### src/rtl/dmem_pkg.sv
// dmem_pkg -- shared definitions for the data-memory bus controller.
//   state_t          : controller FSM states (IDLE, REQ, DONE)
//   F3_*             : load/store width codes carried on funct3
//   is_misaligned()  : width/address alignment test used when
//                      DMEM_MISALIGN_TRAP_EN is defined
package dmem_pkg;

    typedef enum logic [1:0] {
        ST_IDLE = 2'd0,
        ST_REQ  = 2'd1,
        ST_DONE = 2'd2
    } state_t;

    localparam logic [2:0] F3_B  = 3'b000;
    localparam logic [2:0] F3_H  = 3'b001;
    localparam logic [2:0] F3_W  = 3'b010;
    localparam logic [2:0] F3_BU = 3'b100;
    localparam logic [2:0] F3_HU = 3'b101;

    function automatic logic is_misaligned(input logic [2:0] f3, input logic [1:0] lo);
        case (f3)
            F3_H, F3_HU: return lo[0];
            F3_W:        return (lo != 2'b00);
            default:     return 1'b0;
        endcase
    endfunction

endpackage

### src/rtl/dmem_timeout_cnt.sv
// dmem_timeout_cnt -- counts bus-request cycles and flags the last one.
//   clk, reset : clock, synchronous active-high reset
//   clear      : return count to zero
//   enable     : one bus-request cycle is in progress
//   expired    : high during the TIMEOUT-th enabled cycle
module dmem_timeout_cnt #(
    parameter int unsigned TIMEOUT = 16
) (
    input  logic clk,
    input  logic reset,
    input  logic clear,
    input  logic enable,
    output logic expired
);

    logic [7:0] count;

    // count holds the number of enabled cycles already completed
    assign expired = enable && (count == 8'(TIMEOUT - 1));

    always_ff @(posedge clk) begin
        if (reset || clear)
            count <= '0;
        else if (enable && !expired)
            count <= count + 8'd1;
    end

endmodule

### src/rtl/dmem_bus_ctrl.sv
// dmem_bus_ctrl -- single-outstanding-access bridge from the datapath
// load/store stage to the data RAM bus.
//   clk, reset              : clock, synchronous active-high reset
//   mem_read, mem_write     : access request (both high = write)
//   addr, funct3            : byte address and width code
//   wdata, byte_en          : lane-shifted store data and lane enables
//   stall                   : hold the pipeline while the access is open
//   rdata, rdata_valid      : returned word and its one-cycle strobe
//   bus_req/we/addr/wdata/be: request to data RAM
//   bus_ack, bus_rdata      : response from data RAM
//   bus_err                 : one-cycle pulse on timeout or misalignment
//   misalign                : present only with DMEM_MISALIGN_TRAP_EN
// Optional feature macro: DMEM_MISALIGN_TRAP_EN (misaligned H/HU/W trap).
module dmem_bus_ctrl
    import dmem_pkg::*;
#(
    parameter int unsigned TIMEOUT = 16
) (
    input  logic        clk,
    input  logic        reset,
    input  logic        mem_read,
    input  logic        mem_write,
    input  logic [31:0] addr,
    input  logic [2:0]  funct3,
    input  logic [31:0] wdata,
    input  logic [3:0]  byte_en,
    output logic        stall,
    output logic [31:0] rdata,
    output logic        rdata_valid,
    output logic        bus_req,
    output logic        bus_we,
    output logic [31:0] bus_addr,
    output logic [31:0] bus_wdata,
    output logic [3:0]  bus_be,
    input  logic        bus_ack,
    input  logic [31:0] bus_rdata,
`ifdef DMEM_MISALIGN_TRAP_EN
    output logic        misalign,
`endif
    output logic        bus_err
);

    state_t      state, state_next;
    logic [29:0] cap_word;
    logic        cap_we;
    logic [31:0] cap_wdata;
    logic [3:0]  cap_be;
    logic        err_q, err_next;
    logic        capture, rd_load, rd_clear;
    logic        cnt_clear, cnt_en, expired;
    logic        mis_now, misalign_hit;
    logic        req_any, null_write;

    assign req_any    = mem_read | mem_write;
    assign null_write = mem_write && (byte_en == 4'b0000);

`ifdef DMEM_MISALIGN_TRAP_EN
    assign mis_now  = is_misaligned(funct3, addr[1:0]);
    assign misalign = misalign_hit;
`else
    // width/low address bits only matter to the trap; access is word-aligned
    logic unused_bits;
    assign mis_now     = 1'b0;
    assign unused_bits = ^{funct3, addr[1:0]};
`endif

    dmem_timeout_cnt #(.TIMEOUT(TIMEOUT)) u_timeout (
        .clk     (clk),
        .reset   (reset),
        .clear   (cnt_clear),
        .enable  (cnt_en),
        .expired (expired)
    );

    always_comb begin
        state_next   = state;
        stall        = 1'b0;
        capture      = 1'b0;
        rd_load      = 1'b0;
        rd_clear     = 1'b0;
        err_next     = 1'b0;
        cnt_clear    = 1'b1;
        cnt_en       = 1'b0;
        misalign_hit = 1'b0;
        case (state)
            ST_IDLE: begin
                if (req_any && !null_write) begin
                    if (mis_now) begin
                        misalign_hit = 1'b1;
                    end else begin
                        stall      = 1'b1;
                        capture    = 1'b1;
                        state_next = ST_REQ;
                    end
                end
            end
            ST_REQ: begin
                stall     = 1'b1;
                cnt_clear = 1'b0;
                cnt_en    = 1'b1;
                if (bus_ack) begin
                    rd_load    = !cap_we;
                    state_next = ST_DONE;
                end else if (expired) begin
                    rd_clear   = 1'b1;
                    err_next   = 1'b1;
                    state_next = ST_DONE;
                end
            end
            ST_DONE: state_next = ST_IDLE;
            default: state_next = ST_IDLE;
        endcase
    end

    always_ff @(posedge clk) begin
        if (reset) begin
            state     <= ST_IDLE;
            cap_word  <= '0;
            cap_we    <= 1'b0;
            cap_wdata <= '0;
            cap_be    <= '0;
            rdata     <= '0;
            err_q     <= 1'b0;
        end else begin
            state <= state_next;
            err_q <= err_next;
            if (capture) begin
                cap_word  <= addr[31:2];
                cap_we    <= mem_write;
                cap_wdata <= wdata;
                cap_be    <= mem_write ? byte_en : 4'b1111;
            end
            if (rd_load)
                rdata <= bus_rdata;
            else if (rd_clear)
                rdata <= '0;
        end
    end

    assign bus_req     = (state == ST_REQ);
    assign bus_we      = cap_we;
    assign bus_addr    = {cap_word, 2'b00};
    assign bus_wdata   = cap_wdata;
    assign bus_be      = cap_be;
    assign rdata_valid = (state == ST_DONE) && !cap_we;
    assign bus_err     = err_q | misalign_hit;

endmodule

### config.mk
export PLATFORM = sky130hd
export DESIGN_NAME = dmem_bus_ctrl
export DESIGN_NICKNAME = d
export VERILOG_FILES = /design/src/rtl/dmem_pkg.sv /design/src/rtl/dmem_timeout_cnt.sv /design/src/rtl/dmem_bus_ctrl.sv
export SDC_FILE = /design/constraint.sdc
export NUM_CORES = 1
export LEC_CHECK = 0
export ABC_AREA = 1
export CORE_AREA = 3 3 100 102
export CTS_CLUSTER_SIZE = 12
export DETAILED_ROUTE_END_ITERATION = 16
export DIE_AREA = 0 0 103 105
export DONT_BUFFER_PORTS = 1
export PLACE_DENSITY = 0.58
export RECOVER_POWER = 100
export SLEW_MARGIN = 20
export SYNTH_ARGS = -nofsm -noshare
export SYNTH_HDL_FRONTEND = slang
export SYNTH_SLANG_ARGS = --single-unit
### constraint.sdc
create_clock -name clk -period 1.45 [get_ports clk]
set_input_delay 0.145 -clock clk [delete_from_list [all_inputs] [get_ports clk]]
set_output_delay 0.145 -clock clk [all_outputs]
set_load 0.01 [all_outputs]
# Yosys cells after proc, flatten, opt, wreduce, memory -nomap -nowiden
# Index checks and enable logic that the tools add are counted.
[word_totals]
elab_cells = 45
inputBits = 108
ff_bits = 110
[classes]
bitwise = 1
reduce_logical = 13
addsub = 1
n_eq_ne = 5
mux = 17
[op_table]
columns = ["operator", "n"]
rows = [
  ["32-bit 2-to-1 mux", 2],
  ["1-bit 2-to-1 mux", 9],
  ["8-bit by 1-bit adder with 8-bit output (second input constant)", 1],
  ["8-bit by 4-bit equality test with 1-bit output (second input constant)", 1],
  ["2-bit 2-to-1 mux", 3],
  ["1-bit logical AND", 5],
  ["4-bit logical NOT", 1],
  ["4-bit 2-to-1 mux", 1],
  ["2-bit case mux with 2 select lines", 1],
  ["1-bit logical NOT", 3],
  ["3-bit by 1-bit inequality test with 1-bit output (second input constant)", 1],
  ["2-bit by 1-bit equality test with 1-bit output (second input constant)", 1],
  ["2-bit equality test (second input constant)", 1],
  ["2-bit logical NOT", 1],
  ["2-bit inequality test (second input constant)", 1],
  ["1-bit case mux with 2 select lines", 1],
  ["2-bit AND reduction", 1],
  ["2-bit nonzero test", 1],
  ["1-bit logical OR", 1],
  ["1-bit OR", 1],
]

# Depth between registers and ports, before layout
# Gate-level depths: netlist of run 1.
[depth]
depth_word = 8
mapped_depth = 8

# Modules after synthesis
# From an unflattened synthesis of run 1, not the netlist that was laid out.
[unflattened]
cells_unflattened = 663
hier_area_um2 = 4620.7
[by_module_without_submodules]
columns = ["mod", "n_inst", "seq_area_each_um2", "cells_each", "area_per_inst_um2"]
rows = [
  ["dmem_bus_ctrl", 1, 2042.0, 594, 4115.2],
  ["dmem_timeout_cnt", 1, 160.2, 69, 505.5],
]

# Worst setup path after synthesis of run 1
# Ideal clock, no wire load.
[synth_timing]
path_kind = "reg-to-reg"
startpoint = "reg u_timeout.count[0]"
endpoint = "reg rdata[0]"
setup_time_ns = 0.132
required_ns = 1.318
n_path_buf = 1
path_slack_ns = 0.160
path_stages_with_launch = 8
t_arrival_ns = 1.158
cell_sequence = "dfxtp_1 ha_1 nand3_1 nor2_2 nand2_2 buf_2 nand3_1 a21oi_1"
[synth_between]
elab_chain_len = 6
[synth_rtl]
columns = ["item", "line_no", "rtl"]
rows = [
  ["start: declaration", "dmem_timeout_cnt.sv:16", "logic [7:0] count;"],
  ["start signal: assignment", "dmem_timeout_cnt.sv:25", "count <= count + 8'd1;"],
  ["8-bit by 4-bit equality test with 1-bit output", "dmem_timeout_cnt.sv:19", "assign expired = enable && (count == 8'(TIMEOUT - 1));"],
  ["1-bit logical AND", "dmem_timeout_cnt.sv:19", ""],
  ["1-bit 2-to-1 mux", "dmem_bus_ctrl.sv:104", "end else if (expired) begin"],
  ["1-bit 2-to-1 mux", "dmem_bus_ctrl.sv:101", "if (bus_ack) begin"],
  ["1-bit 2-to-1 mux", "dmem_bus_ctrl.sv:85", "case (state)"],
  ["2-bit nonzero test (no source line)", "-", ""],
  ["end signal: assignment", "dmem_bus_ctrl.sv:134", "rdata <= bus_rdata;"],
  ["end: declaration", "dmem_bus_ctrl.sv:28", "output logic [31:0] rdata,"],
]
# No other way between the ends.
# A chain may end at the register's enable or synchronous reset.

# Worst setup path in the final report of run 1
[layout_timing]
startpoint = "reg u_timeout.count[1]"
endpoint = "reg rdata[19]"
# The elaborated chain is that of the path after synthesis.

==> out/metrics.sh, run 1 <==
AVGROUTEDWIREPERCELL_UM=17.94
FINALSETUPVIOLATIONS=0
IO_BUFFERS=0
DIE_AREA_UM2=10820
DIE_WIDTH_UM=103
NFILLCELLS=894
CAP_VIOL_MAX_COUNT=0
SWITCHINGPOWER_mW=1.781
POST_SYNTH_NUM_CELL_TYPES=25
CP-STARTPOINT='u_timeout.count[1]'
SYNTH.MOST_COMMON_CELL='sky130_fd_sc_hd__nand2_1'
POST-ROUTE-CELL-AREA_UM2=4726
DIE_Y_UM=105
TOTAL_LEAKAGE_POWER_nW=1.689
DP.CELLS=627
PWR-SHARE-CLK=0.286
YOSYS-TOP-CELLS-AREA='sky130_fd_sc_hd__dfxtp_1 50%, sky130_fd_sc_hd__a21oi_1 11%, sky130_fd_sc_hd__nand2_1 10%, sky130_fd_sc_hd__nand4_1 9.2%, sky130_fd_sc_hd__nand3_1 4.1%'
TIGHTESTPINTRANSITION_NS=0.6591
YOSYSTOPAREACELL='sky130_fd_sc_hd__dfxtp_1'
POWER.SHARE.SWITCHING=0.2933
CP-START-KIND='flop'
VDD.IR_DROP.WORST_mV=0.5707
FINAL_MAX_SLEW_VIOL_COUNT=0
POWER.DENSITY_CELL_AREA_nW_PER_UM2=1285
MAXIMUM_NUMBER_OF_PINS_ON_ONE_NET_BEFORE_GLOBAL_ROUTE_REPAIR=100
CORE.ROWCOUNT=35
NUM-NETS-FINAL=645
SYN-MEAN-INSTANCE-AREA_UM2=8.040
CTS_ROOT_BUF='sky130_fd_sc_hd__clkbuf_8'
PROPORTION_OF_NETLIST_AREA_HELD_BY_THE_LARGEST_AREA_CONTRIBUTOR=0.4980
NUMBER_OF_ANTENNA_VIOLATIONS_AT_THE_FIRST_CHECK_IN_GLOBAL_ROUTING=0
VIOLATIONS='negative hold slack'
SEQPWRFRAC=0.579
GRT_USE_TOTAL=0.2030
YS_FF_LATCH=110
R2R-START='u_timeout.count[1]'
GRT_FIRST_PASS_WIRELENGTH_MM=17.67
FRACTION_OF_FINAL_LAYOUT_CELLS_WITH_DRIVE_STRENGTH_GREATER_THAN_1=0.1201
CELLINTERNALPOWER_mW=4.292
DRT_DRC_VIOLATIONS_LEFT=0
AREA_DELTA_SYNTH_FINAL_PCT=6.876
ARRIVAL_NS=1.64
INITIAL_CORE_UTILIZATION=0.4808
ANT_NETS=0
NETLIST_AREA_UM2=4422
HOLD_PATH_STARTPOINT='reset'
IO_PINS=213
MULTIINPUTGATEAREA_UM2=1876
NUMCLOCKSINKS=110
CTS.CLK_SLEW.WORST_PATHS_NS=0.09
CP-END-KIND='flop'
CTS_TREE='yes'
SYNTH_EDF_COUNT=0
WORSTPATHMAXFANOUT=33
CLK_LATENCY_WORST_SKEW_PAIR_NS=0.37
CLOCK_SKEW_NS=0.008148
TIMING.MAX_SLEW.REL_SLACK=0.5606
POST_SYNTHESIS_SEQUENTIAL_AREA_RATIO=0.4980
CORE-AREA_UM2=9196
GRT_PASS1_VIAS=3531
VIASPERCELL=5.762
SYNTHTOPCELLSBYCOUNT='119 x sky130_fd_sc_hd__nand2_1, 110 x sky130_fd_sc_hd__dfxtp_1, 95 x sky130_fd_sc_hd__a21oi_1, 65 x sky130_fd_sc_hd__nand4_1, 36 x sky130_fd_sc_hd__nand3_1'
HOLD_BUFFERS=5
CRITICAL_PATH_REQUIRED_NS=1.71
FINAL-HOLD-VIOLATION-COUNT=97
SHARE_OF_TOTAL_POWER_IN_COMBINATIONAL_LOGIC=0.134
ROUTABILITY_CONGESTION_ESTIMATE_FROM_GLOBAL_PLACEMENT=0.7776
DRT_ITER0_MARKERS=227
MAXCLOCKFREQUENCY_MHz=724.4
HTREE_LEVELS=3
CTS-BUFFERS-INSERTED=9
POST-ROUTE-MIN-PERIOD_NS=1.381
TOTAL_DETAILED_ROUTING_WIRELENGTH_MM=11.69
GLOBAL_ROUTE_OVERFLOW=0
CRITICAL_PATH_CLASS='flop to flop'
HP-CLASS='input pin to flop'
VIAS=3757
YOSYS_WARNINGS=0
FINAL-INSTANCE-COUNT-EXCL-FILL=652
POSTSYNTHCELLCOUNT=550
LARGEST_BUFFER_COUNT_ON_ANY_CLOCK_PATH=2
POSTSYNTH.TOPFLOPCELL='sky130_fd_sc_hd__dfxtp_1'
ASYNC_FLOP_SHARE=0
AREA.SEQUENTIAL_UM2=2205
TIMING.HOLD.WS_NS=-0.1647
DRT_FIRST_PASS_ITERS=4
DETAILED_PLACE.AREA_UM2=4456
DP_HPWL_MM=7.593
PERIOD_SHARE=0.9521
STATUS='complete, but fails checks'
DIODES=0
==> flip-flops by register name, indices dropped and copies added, names as in the netlist <==
register / flops
bus_be: 4
bus_wdata: 32
bus_we: 1
cap_word: 30
err_q: 1
rdata: 32
state: 2
u_timeout.count: 8
==> cell families after synthesis <==
kind of cell               synth area share
AOI/OAI and AO/OA                    0.1319
adders and majority gates          0.002829
buffers and inverters               0.08121
DFF                                  0.4980
other                             0.0008481
and+or+nand+nor                      0.2852
==> layer usage <==
metal	wire length, µm	track usage	part of all wire
met5	0	0	0
met4	194	0.05735	0.017
met3	1101	0.07477	0.094
met2	5756	0.3332	0.49
met1	4641	0.2468	0.40
==> power by group through the flow <==
stage          clock network (mW)  registers, mW  logic [mW]
3_3_place_gp                    0           3.59       0.759
5_1_grt                      1.92           3.55       0.919
6_report                     1.74           3.52       0.816
2_1_floorplan                   0           3.53       0.710
3_5_place_dp                    0           3.59       0.786
4_1_cts                      1.80           3.52       0.807
==> cells in the final DEF (no fill, tap or decap) <==
cell | synthesis | final
sky130_fd_sc_hd__nand2_1 | 119 | 121
sky130_fd_sc_hd__dfxtp_1 | 110 | 108
sky130_fd_sc_hd__a21oi_1 | 95 | 98
sky130_fd_sc_hd__nand4_1 | 65 | 65
sky130_fd_sc_hd__nand3_1 | 36 | 36
sky130_fd_sc_hd__inv_1 | 18 | 18
sky130_fd_sc_hd__nor2_1 | 20 | 16
sky130_fd_sc_hd__clkbuf_8 | 0 | 11
sky130_fd_sc_hd__nand2_2 | 12 | 10
sky130_fd_sc_hd__buf_4 | 3 | 9
sky130_fd_sc_hd__a21oi_2 | 10 | 7
sky130_fd_sc_hd__dlygate4sd3_1 | 0 | 5
sky130_fd_sc_hd__buf_12 | 0 | 5
sky130_fd_sc_hd__nor2_2 | 2 | 4
sky130_fd_sc_hd__o21ai_0 | 4 | 4
sky130_fd_sc_hd__nor2_4 | 1 | 3
sky130_fd_sc_hd__clkinvlp_4 | 0 | 3
sky130_fd_sc_hd__inv_2 | 2 | 2
sky130_fd_sc_hd__nand3_4 | 2 | 2
sky130_fd_sc_hd__conb_1 | 1 | 2
sky130_fd_sc_hd__clkbuf_1 | 12 | 2
sky130_fd_sc_hd__dfxtp_2 | 0 | 2
sky130_fd_sc_hd__or2_2 | 1 | 1
sky130_fd_sc_hd__nor3_2 | 0 | 1
sky130_fd_sc_hd__nand3b_1 | 1 | 1
sky130_fd_sc_hd__ha_2 | 0 | 1
sky130_fd_sc_hd__clkinv_4 | 0 | 1
sky130_fd_sc_hd__buf_6 | 7 | 1
sky130_fd_sc_hd__clkbuf_4 | 0 | 1
sky130_fd_sc_hd__clkbuf_2 | 0 | 1
==> path summary, 6_finish.rpt <==
kind | to | slack [ns] | cells past startpoint
setup / recovery | rdata[19] | 0.07 | 7
hold / removal | rdata[2] | -0.16 | 1
setup reg to reg | rdata[19] | 0.07 | 7
hold reg to reg | u_timeout.count[0] | 0.48 | 2
==> through the flow <==
step           worst slack, ns   TNS, ns  total power, mW  hold WS [ns]  utilization
2_1_floorplan           0.1595         0            4.238        0.2657            -
3_3_place_gp          -0.01541  -0.03558            4.348        0.2216       0.4845
3_5_place_dp          -0.04321   -0.1196            4.378        0.2236       0.4845
4_1_cts                0.01165         0            6.135       -0.1903       0.5116
5_1_grt               -0.05528   -0.8785            6.390       -0.2091       0.5139
6_report               0.06948         0            6.074       -0.1647       0.5139
==> worst max-delay path: stages, from the launching register on <==
cell and delay [ns]:
sky130_fd_sc_hd__dfxtp_1 0.36, sky130_fd_sc_hd__ha_2 0.20, sky130_fd_sc_hd__nand3_1 0.13, sky130_fd_sc_hd__nor2_4 0.17
sky130_fd_sc_hd__nand2_2 0.09, sky130_fd_sc_hd__buf_12 0.17, sky130_fd_sc_hd__nand3_1 0.07, sky130_fd_sc_hd__a21oi_1 0.06
==> repair_timing <==
action | 4_1_cts | 5_1_grt
pin swaps | 1 | 2
gates resized for setup | 1 | 8
hold endpoints to repair | 104 | 97
setup buffers | 1 | 2
gates cloned | 0 | 1
setup endpoints to repair | 2 | 44
==> layout make-up <==
| class | count | share of cell area |
|---|---|---|
| clock buffer | 12 | 0.03283 |
| clock inverter | 4 | 0.006619 |
| inverter | 20 | 0.01589 |
| multi-input combinational | 372 | 0.3969 |
| sequential | 110 | 0.4665 |
| tap | 111 | 0.02939 |
| timing repair buffer | 23 | 0.05189 |
No activity file was read; power rests on OpenSTA's default activity.
==> inputs of run 2 (changes only) <==
- HOLD_SLACK_MARGIN: unset -> 0.12
==> out/metrics.sh, run 2 (same netlist as run 1, synthesis figures left out) <==
STATUS='complete, but fails checks'
VIOLATIONS='negative hold slack'
ANT_NETS=0  # unchanged
AVGROUTEDWIREPERCELL_UM=17.86  # -0.43%
CPMOSTUSEDCELL='sky130_fd_sc_hd__nand3_1'
GRT_USE_TOTAL=0.2040  # +0.0009507
CRITICAL_PATH.N_BUFFERS_INVERTERS=1  # unchanged
CRITICAL_PATH_REQUIRED_NS=1.70  # about the same
DRT_FIRST_PASS_ITERS=4  # unchanged
HOLD_BUFFERS=9  # +4
FRACTION_OF_FINAL_LAYOUT_CELLS_WITH_DRIVE_STRENGTH_GREATER_THAN_1=0.1193  # -0.0008818
CRITICAL_PATH_CLASS='flop to flop'
TIMING.CRITICAL_PATH.SLOWEST_STAGE_CELL='sky130_fd_sc_hd__dfxtp_1'
NUMBER_OF_ANTENNA_VIOLATIONS_AT_THE_FIRST_CHECK_IN_GLOBAL_ROUTING=0  # unchanged
CP-START-KIND='flop'
TIGHTESTPINTRANSITION_NS=0.6711  # +0.01202 ns
PATH_CELLS='ha_2 -> nand3_1 -> nor2_4 -> nand2_2 -> buf_12 -> nand3_1 -> a21oi_1'
DIE_WIDTH_UM=103  # unchanged
HTREE_LEVELS=3  # unchanged
FINAL_MAX_SLEW_VIOL_COUNT=0  # unchanged
POSTLAYOUTCOREUTIL=0.5182  # +0.004353
MOST-COMMON-LAYOUT-CELLS='121 x sky130_fd_sc_hd__nand2_1, 108 x sky130_fd_sc_hd__dfxtp_1, 98 x sky130_fd_sc_hd__a21oi_1'
SETUP_TOTAL_NEGATIVE_SLACK_NS=0  # unchanged
IO_PINS=213  # unchanged
GLOBAL_ROUTE_OVERFLOW=0  # unchanged
DIODES=0  # unchanged
FIN_WS_NS=0.06796  # -0.001521 ns
CLK_LATENCY_WORST_SKEW_PAIR_NS=0.37  # about the same
MAXCLOCKFREQUENCY_MHz=723.6  # -0.11%
PERIOD_SHARE=0.9531  # +0.001049
ARRIVAL_NS=1.64  # about the same
CRITPATHTOPFAMILY='simple AND/OR/NAND/NOR gates'
POWER.DENSITY_CELL_AREA_nW_PER_UM2=1276  # -0.73%
POWER.TOTAL_mW=6.080  # +0.11%
CTS-BUFFERS-INSERTED=9  # unchanged
TIMING.MAX_SLEW.REL_SLACK=0.5526  # -0.008014
FINALSETUPVIOLATIONS=0  # unchanged
CORE.ROWCOUNT=35  # unchanged
LARGEST_BUFFER_COUNT_ON_ANY_CLOCK_PATH=2  # unchanged
GRT_PASS1_VIAS=3550  # +0.54%
CTS_TREE='yes'
DIE_Y_UM=105  # unchanged
FINAL-INSTANCE-COUNT-EXCL-FILL=656  # +0.61%
DP.CELLS=627  # unchanged
TIMING.HOLD.WS_NS=-0.1635  # +0.001287 ns
VIASPERCELL=5.710  # -0.90%
DIE_AREA_UM2=10820  # unchanged
POST-ROUTE-MIN-PERIOD_NS=1.382  # +0.001521 ns
CTS_ROOT_BUF='sky130_fd_sc_hd__clkbuf_8'
FINAL-HOLD-VIOLATION-COUNT=97  # unchanged
MAXIMUM_NUMBER_OF_PINS_ON_ONE_NET_BEFORE_GLOBAL_ROUTE_REPAIR=100  # unchanged
FINAL_COMMON_CELL='sky130_fd_sc_hd__nand2_1'
CTS.CLK_SLEW.WORST_PATHS_NS=0.09  # about the same
CORE-AREA_UM2=9196  # unchanged
DRT_DRC_VIOLATIONS_LEFT=0  # unchanged
ROUTABILITY_CONGESTION_ESTIMATE_FROM_GLOBAL_PLACEMENT=0.7776  # unchanged
CP-END-KIND='flop'
TOTAL_DETAILED_ROUTING_WIRELENGTH_MM=11.72  # +0.18%
WORSTPATHMAXFANOUT=33  # unchanged
AREA_DELTA_SYNTH_FINAL_PCT=7.782
CAP_VIOL_MAX_COUNT=0  # unchanged
DP_HPWL_MM=7.593  # unchanged
GRT_FIRST_PASS_WIRELENGTH_MM=17.76  # +0.51%
NUM-NETS-FINAL=649  # +0.62%
CRIT_PATH_MAX_INCR_DELAY_NS=0.36  # about the same
INITIAL_CORE_UTILIZATION=0.4808  # unchanged
CLOCK_SKEW_NS=0.008168  # +0.00002021 ns
TOTAL_LEAKAGE_POWER_nW=1.708  # +1.2%
HP-CLASS='input pin to flop'
VDD.IR_DROP.WORST_mV=0.5707  # about the same
IO_BUFFERS=0  # unchanged
DRT_ITER0_MARKERS=233  # +2.6%
NUMCLOCKSINKS=110  # unchanged
PLACE_WORST_SETUP_SLACK_NS=-0.04321  # unchanged
VIAS=3746  # -0.29%
-- run 2: changes by cell type in the layout (fill, tap and decap cells not counted), sizes merged --
cell and delta:
dlygate4sd3 +4
-- run 2: metal layers --
metal  GRT usage  routed length, µm  up-vias
met1      0.2476               4730     1736
met4     0.05735                171        0
met3     0.07477               1057       15
li1            -                  -     1853
met2      0.3355               5755      142
met5           0                  0        -
-- run 2: timing repair --
item | 4_1_cts | 5_1_grt
gates resized for setup | 1 | 8
setup buffers | 1 | 2
endpoints found under the hold margin | 110 | 101
setup endpoints to repair | 2 | 44
pin swaps | 1 | 2
gates cloned | 0 | 1
-- run 2: stage by stage --
stage	cell area [µm²]	hold slack, ns
2_1_floorplan	4425	0.2657
3_3_place_gp	4456	0.2216
3_5_place_dp	4456	0.2236
4_1_cts	4745	-0.1903
5_1_grt	4766	-0.2091
6_report	4766	-0.1635
-- run 2: where the power goes --
part           total [mW]  internal (mW)  switching [mW]
Sequential           3.52           3.25           0.271
Combinational       0.825          0.329           0.496
Clock                1.74          0.724            1.01
Total                6.08           4.30            1.78
-- run 2: worst reg2reg max path: stages (launching register included) --
cell	delay [ns]
sky130_fd_sc_hd__dfxtp_1	0.36
sky130_fd_sc_hd__ha_2	0.20
sky130_fd_sc_hd__nand3_1	0.14
sky130_fd_sc_hd__nor2_4	0.17
sky130_fd_sc_hd__nand2_2	0.09
sky130_fd_sc_hd__buf_12	0.17
sky130_fd_sc_hd__nand3_1	0.08
sky130_fd_sc_hd__a21oi_1	0.06
-- run 2: cell type report --
| cell class | count | area (µm²) |
|---|---|---|
| multi-input cells | 372 | 1876 |
| fillers | 890 | 4431 |
| repair buffers | 27 | 285.3 |
| well taps | 111 | 138.9 |
| clock buffers | 12 | 155.1 |
| flip-flops and latches | 110 | 2205 |
| inverters | 20 | 75.07 |
| clock inverters | 4 | 31.28 |
-- run 2: worst paths after layout --
check | depth (start not counted) | slack [ns] | start | end
worst max register to register | 7 | 0.07 | u_timeout.count[1] | rdata[19]
worst min register to register | 2 | 0.48 | u_timeout.count[0] | u_timeout.count[0]
worst max-delay path | 7 | 0.07 | u_timeout.count[1] | rdata[19]
worst min-delay path | 1 | -0.16 | reset | rdata[2]
==> inputs of run 3 (changes only) <==
- GPL_TIMING_DRIVEN: unset -> 0
- clock period: 1.45 -> 1.65 ns (I/O delays scaled with it)
==> out/metrics.sh, run 3 (same netlist as run 1, synthesis figures left out) <==
MAXCLOCKFREQUENCY_MHz=647.9
HOLD_PATH_STARTPOINT='byte_en[3]'
WORSTPATHMAXFANOUT=10  # -70%
CP-START-KIND='flop'
TOTAL_DETAILED_ROUTING_WIRELENGTH_MM=12.95  # +11%
FINALSETUPVIOLATIONS=0  # unchanged
FINAL-HOLD-VIOLATION-COUNT=0  # -100%
AVGROUTEDWIREPERCELL_UM=16.65  # -6.8%
POST-ROUTE-MIN-PERIOD_NS=1.544
CRITICAL_PATH.N_BUFFERS_INVERTERS=1  # unchanged
GRT_USE_TOTAL=0.2305  # +0.02656
NFILLCELLS=821  # -7.8%
TOTAL_LEAKAGE_POWER_nW=2.155  # +26%
DIODES=0  # unchanged
CORE.ROWCOUNT=35  # unchanged
CTS.CLK_SLEW.WORST_PATHS_NS=0.10  # about the same
R2R-START='u_timeout.count[0]'
GRT_SETUP_UNREPAIRED='true'
CLK_LATENCY_WORST_SKEW_PAIR_NS=0.35  # -0.02 ns
HOLDPATHEND='bus_be[0]'
DIE_AREA_UM2=10820  # unchanged
TIMING.REG2REG.SETUP_SLACK_NS=0.12  # +0.05 ns
POWER.DENSITY_CELL_AREA_nW_PER_UM2=1024  # -20%
VDD.IR_DROP.WORST_mV=0.5686  # -0.37%
FINAL_MAX_SLEW_VIOL_COUNT=0  # unchanged
AREA_DELTA_SYNTH_FINAL_PCT=30.50
STATUS='finished clean'
GRT_PASS1_VIAS=4144  # +17%
VIASPERCELL=5.496  # -3.8%
HP-CLASS='input pin to flop'
GLOBAL_ROUTE_OVERFLOW=0  # unchanged
DIE_Y_UM=105  # unchanged
CRITICAL_PATH_REQUIRED_NS=1.48  # -0.22 ns
CRITICAL_PATH_CLASS='flop to output pin'
LARGEST_BUFFER_COUNT_ON_ANY_CLOCK_PATH=2  # unchanged
CTS_ROOT_BUF='sky130_fd_sc_hd__clkbuf_8'
CRITPATHTOPFAMILY='simple AND/OR/NAND/NOR gates'
NUMCLOCKSINKS=110  # unchanged
ARRIVAL_NS=1.38  # -0.26 ns
HOLD_DEPTH=5  # +4
DRT_FIRST_PASS_ITERS=5  # +1
HTREE_LEVELS=3  # unchanged
R2R_END='rdata[9]'
CRIT_PATH_MAX_INCR_DELAY_NS=0.35  # about the same
POWER.TOTAL_mW=5.908  # -2.8%
CLOCK_SKEW_NS=0.01238  # +0.004216 ns
PATH_CELLS='nor2_2 -> nand3_4 -> buf_2 -> nand2_1'
IO_BUFFERS=0  # unchanged
CAP_VIOL_MAX_COUNT=0  # unchanged
INITIAL_CORE_UTILIZATION=0.4808  # unchanged
CP-END-KIND='output pin'
TIGHTESTPINTRANSITION_NS=0.5198  # -0.1513 ns
POSTLAYOUTCOREUTIL=0.6275  # +0.1093
CTS-BUFFERS-INSERTED=9  # unchanged
TIMING.CRITICAL_PATH.SLOWEST_STAGE_CELL='sky130_fd_sc_hd__dfxtp_1'
FRACTION_OF_FINAL_LAYOUT_CELLS_WITH_DRIVE_STRENGTH_GREATER_THAN_1=0.1124  # -0.006822
MAXIMUM_NUMBER_OF_PINS_ON_ONE_NET_BEFORE_GLOBAL_ROUTE_REPAIR=21  # -79%
DRT_DRC_VIOLATIONS_LEFT=0  # unchanged
DIE_WIDTH_UM=103  # unchanged
NUMBER_OF_ANTENNA_VIOLATIONS_AT_THE_FIRST_CHECK_IN_GLOBAL_ROUTING=0  # unchanged
DRT_ITER0_MARKERS=183  # -21%
ROUTABILITY_CONGESTION_ESTIMATE_FROM_GLOBAL_PLACEMENT=0.8089  # +4.0%
NUM-NETS-FINAL=771  # +19%
ANT_NETS=0  # unchanged
DP_HPWL_MM=8.733  # +15%
PERIOD_SHARE=0.9355
CTS_TREE='yes'
MOST-COMMON-LAYOUT-CELLS='119 x sky130_fd_sc_hd__nand2_1, 110 x sky130_fd_sc_hd__dfxtp_1, 100 x sky130_fd_sc_hd__dlygate4sd3_1'
FINAL_COMMON_CELL='sky130_fd_sc_hd__nand2_1'
TIMING.MAX_SLEW.REL_SLACK=0.6535  # +0.1009
VIAS=4276  # +14%
CORE-AREA_UM2=9196  # unchanged
RR_WORST_DEPTH=7  # unchanged
GRT_FIRST_PASS_WIRELENGTH_MM=20.22  # +14%
IO_PINS=213  # unchanged
## run 3: what timing repair did
action,CTS,global route
buffers inserted,0,0
endpoints found under the hold margin,101,0
setup endpoints to repair,1,1
hold buffers,100,0
resized for setup,1,0
## run 3: layout make-up
cell class	instances	area, µm²	share of cell area
clock inverter	7	116.4	0.02016
inverter	20	75.07	0.01301
multi-input combinational	372	1863	0.3229
timing repair buffer	100	1001	0.1735
sequential	110	2202	0.3816
buffer	49	250.2	0.04337
clock buffer	9	123.9	0.02147
tap	111	138.9	0.02407
## run 3: metal layers
| metal | routed length (µm) | GRT usage |
|---|---|---|
| met2 | 6435 | 0.4010 |
| met5 | 0 | 0 |
| met4 | 378 | 0.08603 |
| met1 | 5062 | 0.2657 |
| met3 | 1073 | 0.06008 |
## run 3: how the worst max path moves through the flow
stage	startpoint	end	slack [ns]	cells after the start
6_report	state[0]	stall	0.11	4
5_1_grt	state[0]	stall	-0.01	4
4_1_cts	state[0]	stall	0.06	4
3_5_place_dp	reset	bus_wdata[30]	0.15	4
3_3_place_gp	reset	cap_word[0]	0.17	4
2_1_floorplan	u_timeout.count[0]	rdata[0]	0.36	7
## run 3: report_power, final
part	internal, mW	switching [mW]
clock	0.899	0.974
sequential	2.85	0.244
combinational	0.427	0.512
## run 3: through the flow
step	area, µm²	TNS, ns	hold WS [ns]	cells	setup WS, ns
2_1_floorplan	4425	0	0.2857	551	0.3595
3_3_place_gp	4564	0	0.2982	662	0.1659
3_5_place_dp	4564	0	0.3016	662	0.1511
4_1_cts	5808	0	0.1234	778	0.05984
5_1_grt	5771	-0.01427	0.1701	778	-0.01065
6_report	5771	0	0.1571	778	0.1065
## run 3: worst register-to-register path: stages (launching register included)
cell and delay (ns):
sky130_fd_sc_hd__dfxtp_1 0.37, sky130_fd_sc_hd__ha_1 0.21, sky130_fd_sc_hd__nand3_1 0.10, sky130_fd_sc_hd__nor2_2 0.22, sky130_fd_sc_hd__nand2_2 0.13, sky130_fd_sc_hd__clkbuf_2 0.21
sky130_fd_sc_hd__nand3_1 0.11, sky130_fd_sc_hd__a21oi_1 0.07
